--- config.mk ---
export PLATFORM = sky130hd
export DESIGN_NAME = driver_frame_scheduler_flat
export DESIGN_NICKNAME = d
export VERILOG_FILES = /design/src/rtl/driver_pkg.sv /design/src/rtl/driver_frame_scheduler_if.sv /design/src/rtl/tick_capture.sv /design/src/rtl/driver_frame_scheduler.sv /design/src/flat_wrapper.sv
export SDC_FILE = /design/constraint.sdc
export NUM_CORES = 1
export LEC_CHECK = 0
export ABC_AREA = 0
export ABC_CLOCK_PERIOD_IN_PS = 4700
export CAP_MARGIN = 10
export CELL_PAD_IN_SITES_DETAIL_PLACEMENT = 0
export CELL_PAD_IN_SITES_GLOBAL_PLACEMENT = 1
export CORE_MARGIN = 4
export CORE_UTILIZATION = 40
export CTS_CLUSTER_SIZE = 8
export DETAILED_ROUTE_END_ITERATION = 6
export HOLD_SLACK_MARGIN = 0.02
export MAX_ROUTING_LAYER = met4
export PLACE_DENSITY_LB_ADDON = 0.25
export SLEW_MARGIN = 25
export SYNTH_ARGS = -nofsm -noshare
export SYNTH_HDL_FRONTEND = slang
export SYNTH_SLANG_ARGS = --single-unit
export TNS_END_PERCENT = 50
--- constraint.sdc ---
create_clock -name clk -period 4.7 [get_ports clk]
set_input_delay 0.47 -clock clk [delete_from_list [all_inputs] [get_ports clk]]
set_output_delay 0.47 -clock clk [all_outputs]
set_load 0.02 [all_outputs]
--- src/rtl/driver_pkg.sv ---
// Shared scheduler types and constants for the LED driver frame scheduler.
package driver_pkg;

    typedef enum logic [1:0] {
        BOOT_WAIT = 2'd0,
        READY     = 2'd1,
        FRAME     = 2'd2,
        CONFIG    = 2'd3
    } sched_state_t;

    localparam int CFG_W                   = 48;
    localparam int DEFAULT_COLUMNS_PER_SOF = 8;
    localparam int OVR_W                   = 16;

    // Saturating increment for the dropped-tick counter.
    function automatic logic [OVR_W-1:0] sat_inc(input logic [OVR_W-1:0] v);
        if (v == {OVR_W{1'b1}}) begin
            sat_inc = v;
        end else begin
            sat_inc = v + OVR_W'(1);
        end
    endfunction

endpackage

--- src/rtl/driver_frame_scheduler_if.sv ---
// Host config handshake and driver-controller control bus of the frame scheduler.
interface driver_frame_scheduler_if;
    import driver_pkg::*;

    logic             cfg_valid;
    logic [CFG_W-1:0] cfg_data;
    logic             cfg_ready;
    logic             sof;
    logic             start_config;
    logic [CFG_W-1:0] config_data;
    logic             eoc;
    logic             end_config;

    modport master (
        input  cfg_valid, cfg_data, eoc, end_config,
        output cfg_ready, sof, start_config, config_data
    );

    modport slave (
        output cfg_valid, cfg_data, eoc, end_config,
        input  cfg_ready, sof, start_config, config_data
    );

endinterface

--- src/rtl/tick_capture.sv ---
// Single-depth sticky pending flag; flags a new event that lands on an
// already pending one.
module tick_capture (
    input  logic clk,
    input  logic nrst,
    input  logic set,
    input  logic clear,
    output logic pend,
    output logic overrun
);

    logic pend_r;
    logic overrun_r;

    // Pending flag; a new event wins over a same-cycle clear.
    always_ff @(posedge clk or negedge nrst) begin
        if (!nrst) begin
            pend_r    <= 1'b0;
            overrun_r <= 1'b0;
        end else begin
            pend_r    <= set | (pend_r & ~clear);
            overrun_r <= set & pend_r & ~clear;
        end
    end

    assign pend    = pend_r;
    assign overrun = overrun_r;

endmodule

--- src/rtl/driver_frame_scheduler.sv ---
// Turns rotation ticks into SOF frames for the LED driver controller and slots
// host config writes into the gaps between frames.
module driver_frame_scheduler
    import driver_pkg::*;
#(
    parameter int SLICES          = 256,
    parameter int COLUMNS_PER_SOF = DEFAULT_COLUMNS_PER_SOF,
    parameter int CONFIG_TIMEOUT  = 4096,
    parameter int IDX_W           = 8
) (
    input  logic                     clk,
    input  logic                     nrst,
    input  logic                     clk_enable,
    input  logic                     rot_tick,
    input  logic                     rot_index,
    driver_frame_scheduler_if.master bus,
    output logic [IDX_W-1:0]         slice_idx,
    output logic [OVR_W-1:0]         overrun_cnt,
    output logic                     cfg_timeout
);

    localparam int EOC_W = (COLUMNS_PER_SOF > 1) ? $clog2(COLUMNS_PER_SOF) : 1;
    localparam int TMR_W = $clog2(CONFIG_TIMEOUT + 1);
    localparam logic [IDX_W-1:0] LAST_SLICE = IDX_W'(SLICES - 1);
    localparam logic [EOC_W-1:0] LAST_COL   = EOC_W'(COLUMNS_PER_SOF - 1);

    sched_state_t     state_r, state_s;
    logic             sof_r, sof_s;
    logic             start_config_r, start_config_s;
    logic [IDX_W-1:0] slice_idx_r, slice_idx_s;
    logic [EOC_W-1:0] eoc_cnt_r, eoc_cnt_s;
    logic [TMR_W-1:0] timer_r, timer_s;
    logic             cfg_timeout_r, cfg_timeout_s;
    logic [OVR_W-1:0] overrun_cnt_r, overrun_cnt_s;
    logic             cfg_ready_r;
    logic             cfg_pend_r;
    logic [CFG_W-1:0] config_data_r;

    logic tick_set_s;
    logic tick_pend_s;
    logic tick_ovr_s;
    logic tick_clear_s;
    logic index_pend_s;
    logic index_ovr_unused_s;
    logic index_clear_s;
    logic cfg_clear_s;

    // Ticks during driver boot are discarded rather than queued.
    assign tick_set_s = rot_tick & (state_r != BOOT_WAIT);

    tick_capture u_tick_capture (
        .clk     (clk),
        .nrst    (nrst),
        .set     (tick_set_s),
        .clear   (tick_clear_s),
        .pend    (tick_pend_s),
        .overrun (tick_ovr_s)
    );

    tick_capture u_index_capture (
        .clk     (clk),
        .nrst    (nrst),
        .set     (rot_index),
        .clear   (index_clear_s),
        .pend    (index_pend_s),
        .overrun (index_ovr_unused_s)
    );

    // Host config acceptance runs every clk, independent of scheduler state.
    always_ff @(posedge clk or negedge nrst) begin
        if (!nrst) begin
            cfg_ready_r   <= 1'b0;
            cfg_pend_r    <= 1'b0;
            config_data_r <= {CFG_W{1'b0}};
        end else begin
            cfg_ready_r <= bus.cfg_valid & ~cfg_pend_r;
            if (bus.cfg_valid && !cfg_pend_r) begin
                cfg_pend_r    <= 1'b1;
                config_data_r <= bus.cfg_data;
            end else if (cfg_clear_s) begin
                cfg_pend_r <= 1'b0;
            end else begin
                cfg_pend_r <= cfg_pend_r;
            end
        end
    end

    // Scheduler next-state and registered-output logic.
    always_comb begin
        state_s        = state_r;
        sof_s          = sof_r;
        start_config_s = 1'b0;
        slice_idx_s    = slice_idx_r;
        eoc_cnt_s      = eoc_cnt_r;
        timer_s        = timer_r;
        cfg_timeout_s  = cfg_timeout_r;
        tick_clear_s   = 1'b0;
        index_clear_s  = 1'b0;
        cfg_clear_s    = 1'b0;
        overrun_cnt_s  = tick_ovr_s ? sat_inc(overrun_cnt_r) : overrun_cnt_r;
        if (clk_enable) begin
            case (state_r)
                BOOT_WAIT: begin
                    if (bus.end_config) begin
                        state_s = READY;
                    end else begin
                        state_s = BOOT_WAIT;
                    end
                end
                READY: begin
                    // A pending tick always beats a pending config write.
                    if (tick_pend_s) begin
                        sof_s        = 1'b1;
                        tick_clear_s = 1'b1;
                        eoc_cnt_s    = {EOC_W{1'b0}};
                        state_s      = FRAME;
                        if (index_pend_s) begin
                            slice_idx_s   = {IDX_W{1'b0}};
                            index_clear_s = 1'b1;
                        end else if (slice_idx_r == LAST_SLICE) begin
                            slice_idx_s = {IDX_W{1'b0}};
                        end else begin
                            slice_idx_s = slice_idx_r + IDX_W'(1);
                        end
                    end else if (cfg_pend_r) begin
                        start_config_s = 1'b1;
                        cfg_clear_s    = 1'b1;
                        timer_s        = TMR_W'(CONFIG_TIMEOUT);
                        state_s        = CONFIG;
                    end else begin
                        state_s = READY;
                    end
                end
                FRAME: begin
                    sof_s = 1'b0;
                    if (bus.eoc) begin
                        if (eoc_cnt_r == LAST_COL) begin
                            state_s = READY;
                        end else begin
                            eoc_cnt_s = eoc_cnt_r + EOC_W'(1);
                        end
                    end else begin
                        eoc_cnt_s = eoc_cnt_r;
                    end
                end
                CONFIG: begin
                    if (bus.end_config) begin
                        state_s = READY;
                    end else if (timer_r <= TMR_W'(1)) begin
                        cfg_timeout_s = 1'b1;
                        state_s       = READY;
                    end else begin
                        timer_s = timer_r - TMR_W'(1);
                    end
                end
                default: begin
                    state_s = BOOT_WAIT;
                end
            endcase
        end else begin
            state_s = state_r;
        end
    end

    // Scheduler state and output registers.
    always_ff @(posedge clk or negedge nrst) begin
        if (!nrst) begin
            state_r        <= BOOT_WAIT;
            sof_r          <= 1'b0;
            start_config_r <= 1'b0;
            slice_idx_r    <= {IDX_W{1'b0}};
            eoc_cnt_r      <= {EOC_W{1'b0}};
            timer_r        <= {TMR_W{1'b0}};
            cfg_timeout_r  <= 1'b0;
            overrun_cnt_r  <= {OVR_W{1'b0}};
        end else begin
            state_r        <= state_s;
            sof_r          <= sof_s;
            start_config_r <= start_config_s;
            slice_idx_r    <= slice_idx_s;
            eoc_cnt_r      <= eoc_cnt_s;
            timer_r        <= timer_s;
            cfg_timeout_r  <= cfg_timeout_s;
            overrun_cnt_r  <= overrun_cnt_s;
        end
    end

    assign bus.cfg_ready    = cfg_ready_r;
    assign bus.sof          = sof_r;
    assign bus.start_config = start_config_r;
    assign bus.config_data  = config_data_r;
    assign slice_idx        = slice_idx_r;
    assign overrun_cnt      = overrun_cnt_r;
    assign cfg_timeout      = cfg_timeout_r;

endmodule

--- src/flat_wrapper.sv ---
// flat-port wrapper written by rule: the top's interface ports become plain ports
module driver_frame_scheduler_flat import driver_pkg::*;
#(
    parameter int SLICES          = 256,
    parameter int COLUMNS_PER_SOF = DEFAULT_COLUMNS_PER_SOF,
    parameter int CONFIG_TIMEOUT  = 4096,
    parameter int IDX_W           = 8
)
  (clk, nrst, clk_enable, rot_tick, rot_index, slice_idx, overrun_cnt, cfg_timeout, bus_cfg_valid, bus_cfg_data, bus_eoc, bus_end_config, bus_cfg_ready, bus_sof, bus_start_config, bus_config_data);
  driver_frame_scheduler_if bus_i ();
  input  logic clk;
  input  logic nrst;
  input  logic clk_enable;
  input  logic rot_tick;
  input  logic rot_index;
  output logic [IDX_W-1:0] slice_idx;
  output logic [OVR_W-1:0] overrun_cnt;
  output logic cfg_timeout;
  input wire logic [$bits(bus_i.cfg_valid)-1:0] bus_cfg_valid;
  input wire logic [$bits(bus_i.cfg_data)-1:0] bus_cfg_data;
  input wire logic [$bits(bus_i.eoc)-1:0] bus_eoc;
  input wire logic [$bits(bus_i.end_config)-1:0] bus_end_config;
  output wire logic [$bits(bus_i.cfg_ready)-1:0] bus_cfg_ready;
  output wire logic [$bits(bus_i.sof)-1:0] bus_sof;
  output wire logic [$bits(bus_i.start_config)-1:0] bus_start_config;
  output wire logic [$bits(bus_i.config_data)-1:0] bus_config_data;
  assign bus_i.cfg_valid = bus_cfg_valid;
  assign bus_i.cfg_data = bus_cfg_data;
  assign bus_i.eoc = bus_eoc;
  assign bus_i.end_config = bus_end_config;
  assign bus_cfg_ready = bus_i.cfg_ready;
  assign bus_sof = bus_i.sof;
  assign bus_start_config = bus_i.start_config;
  assign bus_config_data = bus_i.config_data;
  driver_frame_scheduler #(.SLICES(SLICES), .COLUMNS_PER_SOF(COLUMNS_PER_SOF), .CONFIG_TIMEOUT(CONFIG_TIMEOUT), .IDX_W(IDX_W)) u_core (.clk(clk), .nrst(nrst), .clk_enable(clk_enable), .rot_tick(rot_tick), .rot_index(rot_index), .bus(bus_i), .slice_idx(slice_idx), .overrun_cnt(overrun_cnt), .cfg_timeout(cfg_timeout));
endmodule
Word level (Yosys, flattened, before mapping)
Cells that the tools add are included.
Storage, ports and cells
  flip-flop bits (word level): 98
  input port bits: 56
  output and inout bits: 76
Operators by class
  add/sub/neg operators: 4
  $lt $le $gt $ge: 1
  eq/ne operators: 15
  multiplexer cells: 34
  bitwise operators: 13
  reduce and logical (&&, ||, !) cells: 14
Operators with widths (number)
  2-to-1 mux 13 bit: 4
  case mux 13 bit (2 select lines): 1
  adder 16 x 1 -> 16 bit (second input constant): 1
  equality test 16 bit (second input constant): 1
  2-to-1 mux 8 bit: 2
  2-to-1 mux 1 bit: 15
  <= comparator 13 x 1 -> 1 bit (second input constant): 1
  subtractor 13 x 1 -> 13 bit (second input constant): 1
  2-to-1 mux 2 bit: 6
  inequality test 2 bit (second input constant): 6
  2-to-1 mux 3 bit: 3
  adder 8 x 1 -> 8 bit (second input constant): 1
  equality test 8 bit (second input constant): 1
  case mux 2 bit (4 select lines): 1
  AND reduction 4 bit: 2
  nonzero test 2 bit: 4
  bitwise AND 1 bit: 6
  case mux 3 bit (2 select lines): 1
  AND reduction 3 bit: 2
  AND reduction 6 bit: 1
  inverter 1 bit: 5
  AND reduction 5 bit: 1
  equality test 2 bit (second input constant): 2
  inequality test 2 x 1 -> 1 bit (second input constant): 2
  10 further kinds: 11

Longest topological paths before layout
Gate-level depths: netlist of the first run.
  depth in word-level cells: 7
  gate-level depth with buffers: 7
  mapped depth without buffers: 6

Modules after synthesis
Synthesis of the first run repeated with hierarchy kept, for this count alone.
Second synthesis, totals
  cell total of the unflattened synthesis: 371
  area, all modules: 4416.7 µm²
Modules (own cells, without submodules)
  driver_frame_scheduler: times used 1, cells an instance 361, area each 4281.6 µm²
  tick_capture: times used 2, cells an instance 5, area each 67.6 µm²

Worst setup path before layout of the first run
No wires, ideal clock.
  path type: flip-flop to flip-flop
  start: reg u_core.overrun_cnt_r[0], in the netlist u_core.overrun_cnt[0]
  end: reg u_core.overrun_cnt_r[12], in the netlist u_core.overrun_cnt[12]
  setup time: 0.125 ns
  arrival time: 1.547 ns
  data required time: 4.575 ns
  slack: 3.028 ns
  cell stages (with the launch flop): 6
  path buffers: 1
  clock period less this slack: 1.672 ns
  cells stage by stage: dfrtp_1 -> ha_1 -> and2_1 -> clkbuf_1 -> and3_1 -> mux2_2
Between the ends
  word-level cells in the longest chain between the ends: 3
  elaborated cells between the ends (all ways): 4
  classes of those cells: add/sub: 1; eq/ne: 1; bitwise: 1; reduce/logical: 1
Ends and longest elaborated chain
  from (decl): RTL line driver_frame_scheduler.sv:34  | logic [OVR_W-1:0] overrun_cnt_r, overrun_cnt_s;
  from (signal assigned): RTL line driver_frame_scheduler.sv:175  | overrun_cnt_r <= {OVR_W{1'b0}};
  from (signal assigned): RTL line driver_frame_scheduler.sv:184  | overrun_cnt_r <= overrun_cnt_s;
  branches (longest 3 deep; another with adder 16 x 1 -> 16 bit)
Parallel ways; which one is timed is not known.
A chain may end at the register's enable or synchronous reset.

Final worst setup path of the first run
  start: in clk_enable
  end: reg u_core.slice_idx_r[7], in the netlist u_core.slice_idx[7]
Between the ends
  word-level cells in the longest chain between the ends: 1
Ends and longest elaborated chain
  from (decl): RTL line flat_wrapper.sv:13  | input logic clk_enable;
  AND reduction 3 bit (no line)
  to (signal assigned): RTL line driver_frame_scheduler.sv:171  | slice_idx_r <= {IDX_W{1'b0}};
  to (signal assigned): RTL line driver_frame_scheduler.sv:180  | slice_idx_r <= slice_idx_s;
  to (decl): RTL line driver_frame_scheduler.sv:30  | logic [IDX_W-1:0] slice_idx_r, slice_idx_s;
Every way passes these cells.

==> results of run 1 <==
[path summary, 6_finish.rpt]
kind                               startpoint                         to  cells past startpoint
max in group asynchronous                nrst        u_core.eoc_cnt_r[1]                      2
max reg2reg                 u_core.state_r[1]        u_core.slice_idx[7]                      4
min reg2reg                u_core.cfg_timeout         u_core.cfg_timeout                      1
max                                clk_enable        u_core.slice_idx[7]                      5
min in group clk           u_core.cfg_timeout         u_core.cfg_timeout                      1
min                                      nrst  u_core.bus.config_data[8]                      1
[area by class of cell]
class	count	area, µm²
inverter	12	45.0
clock buffer	12	165
sequential	98	2450
tap	140	175
multi-input combinational	237	1830
clock inverter	4	48.8
timing repair buffer	133	1320
fill	969	4760
[sequential cells by signal, indices dropped and copies added (netlist names)]
register                       count
u_core.u_tick_capture.overrun      1
u_core.bus.config_data            48
u_core.state_r                     2
u_core.u_index_capture.pend        1
u_core.slice_idx                   8
u_core.bus.cfg_ready               1
u_core.cfg_pend_r                  1
u_core.overrun_cnt                16
u_core.bus.start_config            1
u_core.bus.sof                     1
u_core.timer_r                    13
u_core.eoc_cnt_r                   3
u_core.u_tick_capture.pend         1
u_core.cfg_timeout                 1
[layout by cell type (no fill, tap or decap), drive strengths merged, types with 7 or more instances in the layout]
cell	count
clkdlybuf4s50	130
dfrtp	98
mux2	53
nor2	22
nand2	18
a21oi	15
inv	12
xnor2	12
clkbuf	12
o21ai	10
o31ai	8
or4	7
[cell usage after synthesis, types with 2 or more instances]
master and count:
sky130_fd_sc_hd__a21oi_1 15, sky130_fd_sc_hd__a31oi_1 6, sky130_fd_sc_hd__and2_1 3, sky130_fd_sc_hd__and3_1 5, sky130_fd_sc_hd__buf_2 6, sky130_fd_sc_hd__buf_6 2
sky130_fd_sc_hd__clkbuf_1 6, sky130_fd_sc_hd__dfrtp_1 98, sky130_fd_sc_hd__ha_1 6, sky130_fd_sc_hd__inv_1 12, sky130_fd_sc_hd__mux2_2 53, sky130_fd_sc_hd__mux2i_1 2
sky130_fd_sc_hd__nand2_1 18, sky130_fd_sc_hd__nand2b_1 6, sky130_fd_sc_hd__nand3_1 6, sky130_fd_sc_hd__nand4_1 6, sky130_fd_sc_hd__nand4b_1 3, sky130_fd_sc_hd__nor2_1 21
sky130_fd_sc_hd__nor2b_1 3, sky130_fd_sc_hd__nor3_1 4, sky130_fd_sc_hd__nor4_1 3, sky130_fd_sc_hd__nor4_2 2, sky130_fd_sc_hd__o211ai_1 2, sky130_fd_sc_hd__o21ai_0 9
sky130_fd_sc_hd__o31ai_1 8, sky130_fd_sc_hd__o41ai_1 2, sky130_fd_sc_hd__or3_1 4, sky130_fd_sc_hd__or4_1 7, sky130_fd_sc_hd__xnor2_1 12, sky130_fd_sc_hd__xor2_1 6
[logic make-up after synthesis]
family	after synthesis	synth area share (%)
AOI/OAI and AO/OA	56	8.65
xor gates and xnor gates	18	3.58
adders and majority gates	6	1.71
buffers and inverters	27	2.90
DFF	98	55.8
muxes	55	14.0
and+or+nand+nor	102	13.4
[metrics by stage]
| stage | setup WS [ns] | hold WS (ns) |
|---|---|---|
| final | 2.63 | 0.201 |
| after floorplan | 3.03 | 0.174 |
| after CTS | 2.64 | 0.250 |
| after global placement | 2.27 | 0.460 |
| after global routing | 2.44 | 0.274 |
| after detailed placement | 2.24 | 0.457 |
[power by group]
| part | internal (mW) | total, mW | leakage (nW) | switching, mW |
|---|---|---|---|---|
| logic | 0.790 | 1.52 | 1.20 | 0.729 |
| registers | 1.16 | 1.41 | 1.24 | 0.254 |
| clock network | 0.289 | 0.573 | 0.112 | 0.284 |
[metal layers]
layer	share of wire (%)	vias up	global-route usage (%)
li1	-	1571	-
met1	46	1593	21.9
met2	47	94	25.8
met3	4.9	14	2.89
met4	1.7	0	6.17
met5	0	-	-
==> impl_summary.md, run 1 <==
Finish
Leaving out filler cells and counting taps, the final layout contains 636. The area growth from synthesis to layout is 37.2%. After routing the design area is 6040 µm². The ratio of cells with drive above 1 in the final layout is 17.1%. The total inserted antenna cells is 0.

The final core utilization is 55.9%. After the last flow step, the layout net total stands at 553.

Worst setup path
The category of the worst setup path capture point is a register. Setup slack on the worst reg-to-reg path comes out at 2.79 ns. The signal arrival time at the worst endpoint is 2.30 ns.

STA classifies the critical path startpoint as a primary input. Together, buffers and inverters on the worst path number 1. The slowest stage cell on the critical path is sky130_fd_sc_hd__clkdlybuf4s50_1. Walking the worst path, the cells encountered are clkdlybuf4s50_1 -> nand4b_1 -> nor4_2 -> xnor2_1 -> nor2_1. Of all nets on the critical path, the largest fanout is 13. For this run, the slowest stage of the critical path takes 0.68 ns. By startpoint and endpoint, the worst setup path is classified as primary input to register. The top cell family by delay on the critical path is simple AND/OR/NAND/NOR gates. The worst path required time is 4.93 ns.

Routing
The routed layout has 3,272 vias. The post-route antenna net violation count is 0. Before antenna repair, the detailed router went through 4 iterations. In the routed layout, each cell is associated on average with a via count of 5.14. After detailed routing, the number of remaining DRC violations is 0.

The overall routed net length is 10,200 µm. The detailed-route wire length per cell is 16.0 µm. After the first detailed-routing iteration, the DRC count stood at 112.

GRT
Across every metal layer, demand over resource in global routing totals 16.6%. The number of antenna violations at the first check in global routing came to 0. The number of global-route vias before repair came to 3,183. The pin count of the biggest net entering global routing is 69.

The remaining global-route overflow is 0. The first global-routing pass estimated 16,500 µm of wire.

Die
Once the floorplan was initialized, standard cells occupied 40.7% of the core. The top-level I/O count is 132. The die width is 113 µm. After floorplanning, the core was sized to cover 10,800 µm². The floorplan step defined a die boundary enclosing 12,700 µm². In this run the vertical extent of the chip is 113 µm.

The floorplan has 38 rows.

Synthesis
In the post-synthesis netlist, the biggest area contributors are sky130_fd_sc_hd__dfrtp_1 (56%), sky130_fd_sc_hd__mux2_2 (14%), sky130_fd_sc_hd__xnor2_1 (2.4%), sky130_fd_sc_hd__nor2_1 (1.8%), sky130_fd_sc_hd__a21oi_1 (1.7%). Synthesis produced a netlist with a net count of 424. Sequential elements use 55.8% of the synthesized area. The proportion of register bits with asynchronous set or reset after synthesis is 100%. The synthesis-stage register bit count is 98. For this run, the number of Yosys warnings is 0.

The number of distinct standard cells referenced by the synthesized netlist is 56. The synthesized design spends more area on one cell type than any other, namely sky130_fd_sc_hd__dfrtp_1. The cell area that synthesis handed to floorplanning was 4400 µm². The average size of a mapped cell is 12.1 µm². In this run, synthesis inferred 0 flip-flops with an integrated enable. For this run, the leading register cell type out of synthesis is sky130_fd_sc_hd__dfrtp_1. Summed over its instances, the top area cell type makes up 55.8% of the synthesized netlist area.

In the synthesized netlist, the number of instances is 362.

Clocking
In this run the deepest clock path goes through 2 buffers. In this run, post-CTS hold repair placed 0 buffers. Clock-pin slew was measured on the worst setup and hold paths at 0.09 ns.

Clock tree synthesis selected as its root buffer the cell sky130_fd_sc_hd__clkbuf_8. The total of cells resized after clock tree synthesis is 0. The post-CTS setup repair buffer count is 0. TritonCTS built the clock tree. Clock tree synthesis inserted a total of 9 buffers. The total clock sinks is 98.

The H-tree was split into 3 levels. For the worst-skew pair, the clock arrives at the later sink with an insertion delay of 0.35 ns.

Place
In this run, placement finished with an instance count of 620. The count of port buffers added during placement is 131. Once placement finished, the instance area stood at 5820 µm². The congestion estimate from routability-driven global placement came to 0.772. The half-perimeter wire length after detailed placement is 7350 µm.

Pwr
Across the VDD grid, the largest voltage drop is 275 µV. The overall power is 3.50 mW. Summed over all cells, the static leakage comes to 2.54 nW. Power spread over the standard cell area amounts to 580 nW/µm².

STA
Setup repair after global routing left no endpoint under its margin. The slew of the pin with the lowest slew margin is 0.845 ns. Derived from the worst setup path, the maximum achievable clock frequency is 483 MHz. The final worst clock skew is 0.0107 ns. The count of final setup violators is 0. The worst slew slack as a fraction of its limit is 43.7%. The final count of pins violating max slew is 0. The count of endpoints failing hold in the final timing report is 0.

After layout, the minimum clock period comes to 2.07 ns. The total negative slack for setup checks is 0 ns. Of the available clock period, the critical path in the final layout requires 44.0%.

Run
The reported max-cap violation count is 0.

Run status
The run finished with clean final reports.

Min path
The class of the tightest hold or removal check is primary input to async pin.
No activity file was read; power rests on OpenSTA's default activity.
==> run 2: changes to the inputs <==
Settings changed: ABC_CLOCK_PERIOD_IN_PS 4700 to 1700, CORE_UTILIZATION 40 to 33.
Clock period 4.7 ns to 1.7 ns, I/O delays scaled along.
==> run 2 against run 1 <==
Against the previous run:
- the flow now finishes with violations (setup timing)
- clock skew decreased by 0.0063 ns
- setup slack worse by 2.7 ns
- critical path depth unchanged
- global-route usage shrank 1.3 points
- register-to-register slack worse by 2.8 ns
- sequential cell count stayed put
- clock power increased to 4.2 times the previous value
- power increased to 3.3 times the previous value
- final area rose by 12%
- die area is 20% higher
- critical path type is now register to register
==> impl_summary.md, run 2 (same netlist as run 1, synthesis figures left out) <==
Finish
The total inserted antenna cells is 0. The finished cells cover 6730 µm². At the end of the flow, the number of nets in the layout was 595. Of the cells placed in the final design, the portion with a size suffix greater than 1 is 27.9%. The number of inserted filler cells in the final layout is 1,164. In the layout the commonest cells are sky130_fd_sc_hd__clkdlybuf4s50_1 (130), sky130_fd_sc_hd__dfrtp_1 (98), sky130_fd_sc_hd__mux2_2 (53). The commonest non-fill, non-tap cell in the layout is sky130_fd_sc_hd__clkdlybuf4s50_1. The area growth from synthesis to layout is 53.1%. The number of flip-flops under the largest register name is 48.

Run
The reported max-cap violation count is 0.

Die
The number of cell rows is 41. The initial standard-cell utilization of the core is 34.3%. The area of the core region is 12,800 µm².

The floorplan step set the die height to 123 µm. The floorplan step set the die width to 123 µm. The total die area is 15,200 µm².

The top-level I/O count is 132.

STA
At the pin with the least slew margin, the transition time is 0.392 ns. The time the final worst path needs with I/O delays and setup is 1.74 ns. For this run, the top clock speed supported by timing is 576 MHz. The final count of pins violating max slew came to 0. Across the routed clock network, the largest skew measured is 0.00442 ns. Adding up every negative setup slack in the final design gives -0.0444 ns. The smallest setup slack after layout is -0.0369 ns. The share of the clock period used by the worst path after layout is 102%.

The count of endpoints failing hold in the final timing report was 0. The worst slew slack as a fraction of its limit is 73.9%. Setup repair after global routing could not meet its margin everywhere.

The count of final setup violators is 3.

GRT
The number of global-route vias before repair is 3,561. For this run, the total global-route usage over all layers was measured as 15.4%. The remaining global-route overflow is 0.

The number of antenna violations at the first check in global routing is 0. The pin count of the biggest net entering global routing is 37. The first global-routing pass estimated 17,800 µm of wire.

Place
The routability congestion estimate is 0.808. The half-perimeter wire length after detailed placement is 8330 µm. The count of port buffers added during placement is 131. The post-placement cell area is 6140 µm².

Worst setup path
In this run the worst setup path begins at u_core.timer_r[8]. The worst setup slack for register-to-register paths is -0.04 ns. Data on the critical path arrives at its endpoint at 2.01 ns. The largest fanout on the critical path is 3. The category of the worst setup path capture point is a register. For the worst setup path, the data required time is 1.97 ns. The startpoint-to-endpoint class of the critical path is register to register. The category of the worst setup path launch point is a register. The reg-to-reg startpoint is u_core.timer_r[8].

Pwr
The analysis attributes to cell leakage a power of 2.85 nW. The ratio of total power to cell area is 1700 nW/µm². Across the VDD grid, the largest voltage drop is 887 µV. Summing internal, switching and leakage power gives 11.4 mW.

Routing
The number of DRC markers in iteration 0 is 160. The detailed-route wire length per cell is 16.0 µm. The detailed router placed 3,496 vias in this run. For this run, the detailed router's first-pass iteration total came to 4. Summed over all layers, the routed wires come to 11,300 µm. The post-route antenna net violation count is 0. The average via count per standard cell is 4.93. For this run, design rule violations remaining after detail routing come to 0.

Clocking
The total clock sinks is 98. The number of buffers created by CTS is 9. The cell at the root of the clock tree is sky130_fd_sc_hd__clkbuf_16.

The insertion delay of the later-clocked pin in the worst-skew pair is 0.34 ns. The maximum buffer depth of the clock tree is 2. CTS built an H-tree with a depth of 3.

TritonCTS built the clock tree. The clock transition at the registers of the reported paths is 0.07 ns.

Min path
The path class of the tightest hold or removal check is primary input to async pin.

Run status
The flow ran to the end, but the final reports show violations. The final reports fail on setup timing.
[run 2: changes by cell type in the layout (fill, tap and decap cells not counted), moves of 3 or more]
cell                        delta
sky130_fd_sc_hd__buf_4        +35
sky130_fd_sc_hd__o31ai_1       -4
sky130_fd_sc_hd__clkbuf_16     +9
sky130_fd_sc_hd__o31ai_2       +3
sky130_fd_sc_hd__a21oi_2       +4
sky130_fd_sc_hd__nor4_1        -3
sky130_fd_sc_hd__clkbuf_8     -10
sky130_fd_sc_hd__a21oi_1       -4
sky130_fd_sc_hd__buf_6         +3
[run 2: report_power, final]
part / internal (mW) / switching, mW / total, mW
clock: 1.51 / 0.871 / 2.38
sequential: 3.20 / 0.642 / 3.84
combinational: 2.73 / 2.48 / 5.21
total: 7.45 / 3.99 / 11.4
[run 2: path summary, 6_finish.rpt]
path / depth (start not counted) / end
worst max-delay path: 5 / u_core.timer_r[11]
worst min register to register: 1 / u_core.cfg_timeout
min in group clk: 2 / u_core.u_index_capture.pend
worst min-delay path: 2 / u_core.slice_idx[5]
worst max register to register: 5 / u_core.timer_r[11]
max in group asynchronous: 3 / u_core.bus.config_data[22]
[run 2: what timing repair did]
action	CTS	global route
setup endpoints to repair	6	16
endpoints found under the hold margin	25	0
gates resized for setup	6	31
gates cloned	1	0
hold buffers	1	0
buffers inserted	0	6
pin swaps	3	15
[run 2: per-layer routing]
metal | vias up | part of all wire (%) | track usage (%) | routed length, µm
li1 | 1654 | - | - | -
met1 | 1757 | 43 | 18.9 | 4850
met2 | 75 | 52 | 25.7 | 5930
met3 | 10 | 3.1 | 2.29 | 356
met4 | 0 | 1.5 | 5.74 | 173
met5 | - | 0 | - | 0
[run 2: cell type report]
class,instances,area (µm²),share of cell area (%)
multi-input combinational,238,2000,29.7
tap,172,215,3.20
clock buffer,11,253,3.75
timing repair buffer,174,1670,24.8
inverter,12,45.0,0.669
clock inverter,4,98.8,1.47
sequential,98,2450,36.4
[run 2: worst max-delay path, stage by stage (launching register included)]
cell and delay, ns:
sky130_fd_sc_hd__dfrtp_1 0.42, sky130_fd_sc_hd__nor4_4 0.35, sky130_fd_sc_hd__buf_4 0.19, sky130_fd_sc_hd__o31ai_4 0.06, sky130_fd_sc_hd__or4_4 0.52, sky130_fd_sc_hd__a21oi_2 0.13
[run 2: through the flow]
step	setup WS, ns	hold WS, ns	util [%]	std cells
floorplan	0.0280	-0.126	-	362
global placement	-0.0842	0.126	47.9	686
detailed placement	-0.114	0.124	47.9	686
CTS	-0.000575	0.302	51.0	703
global route	-0.0793	0.327	52.5	709
finish	-0.0369	0.288	52.5	709
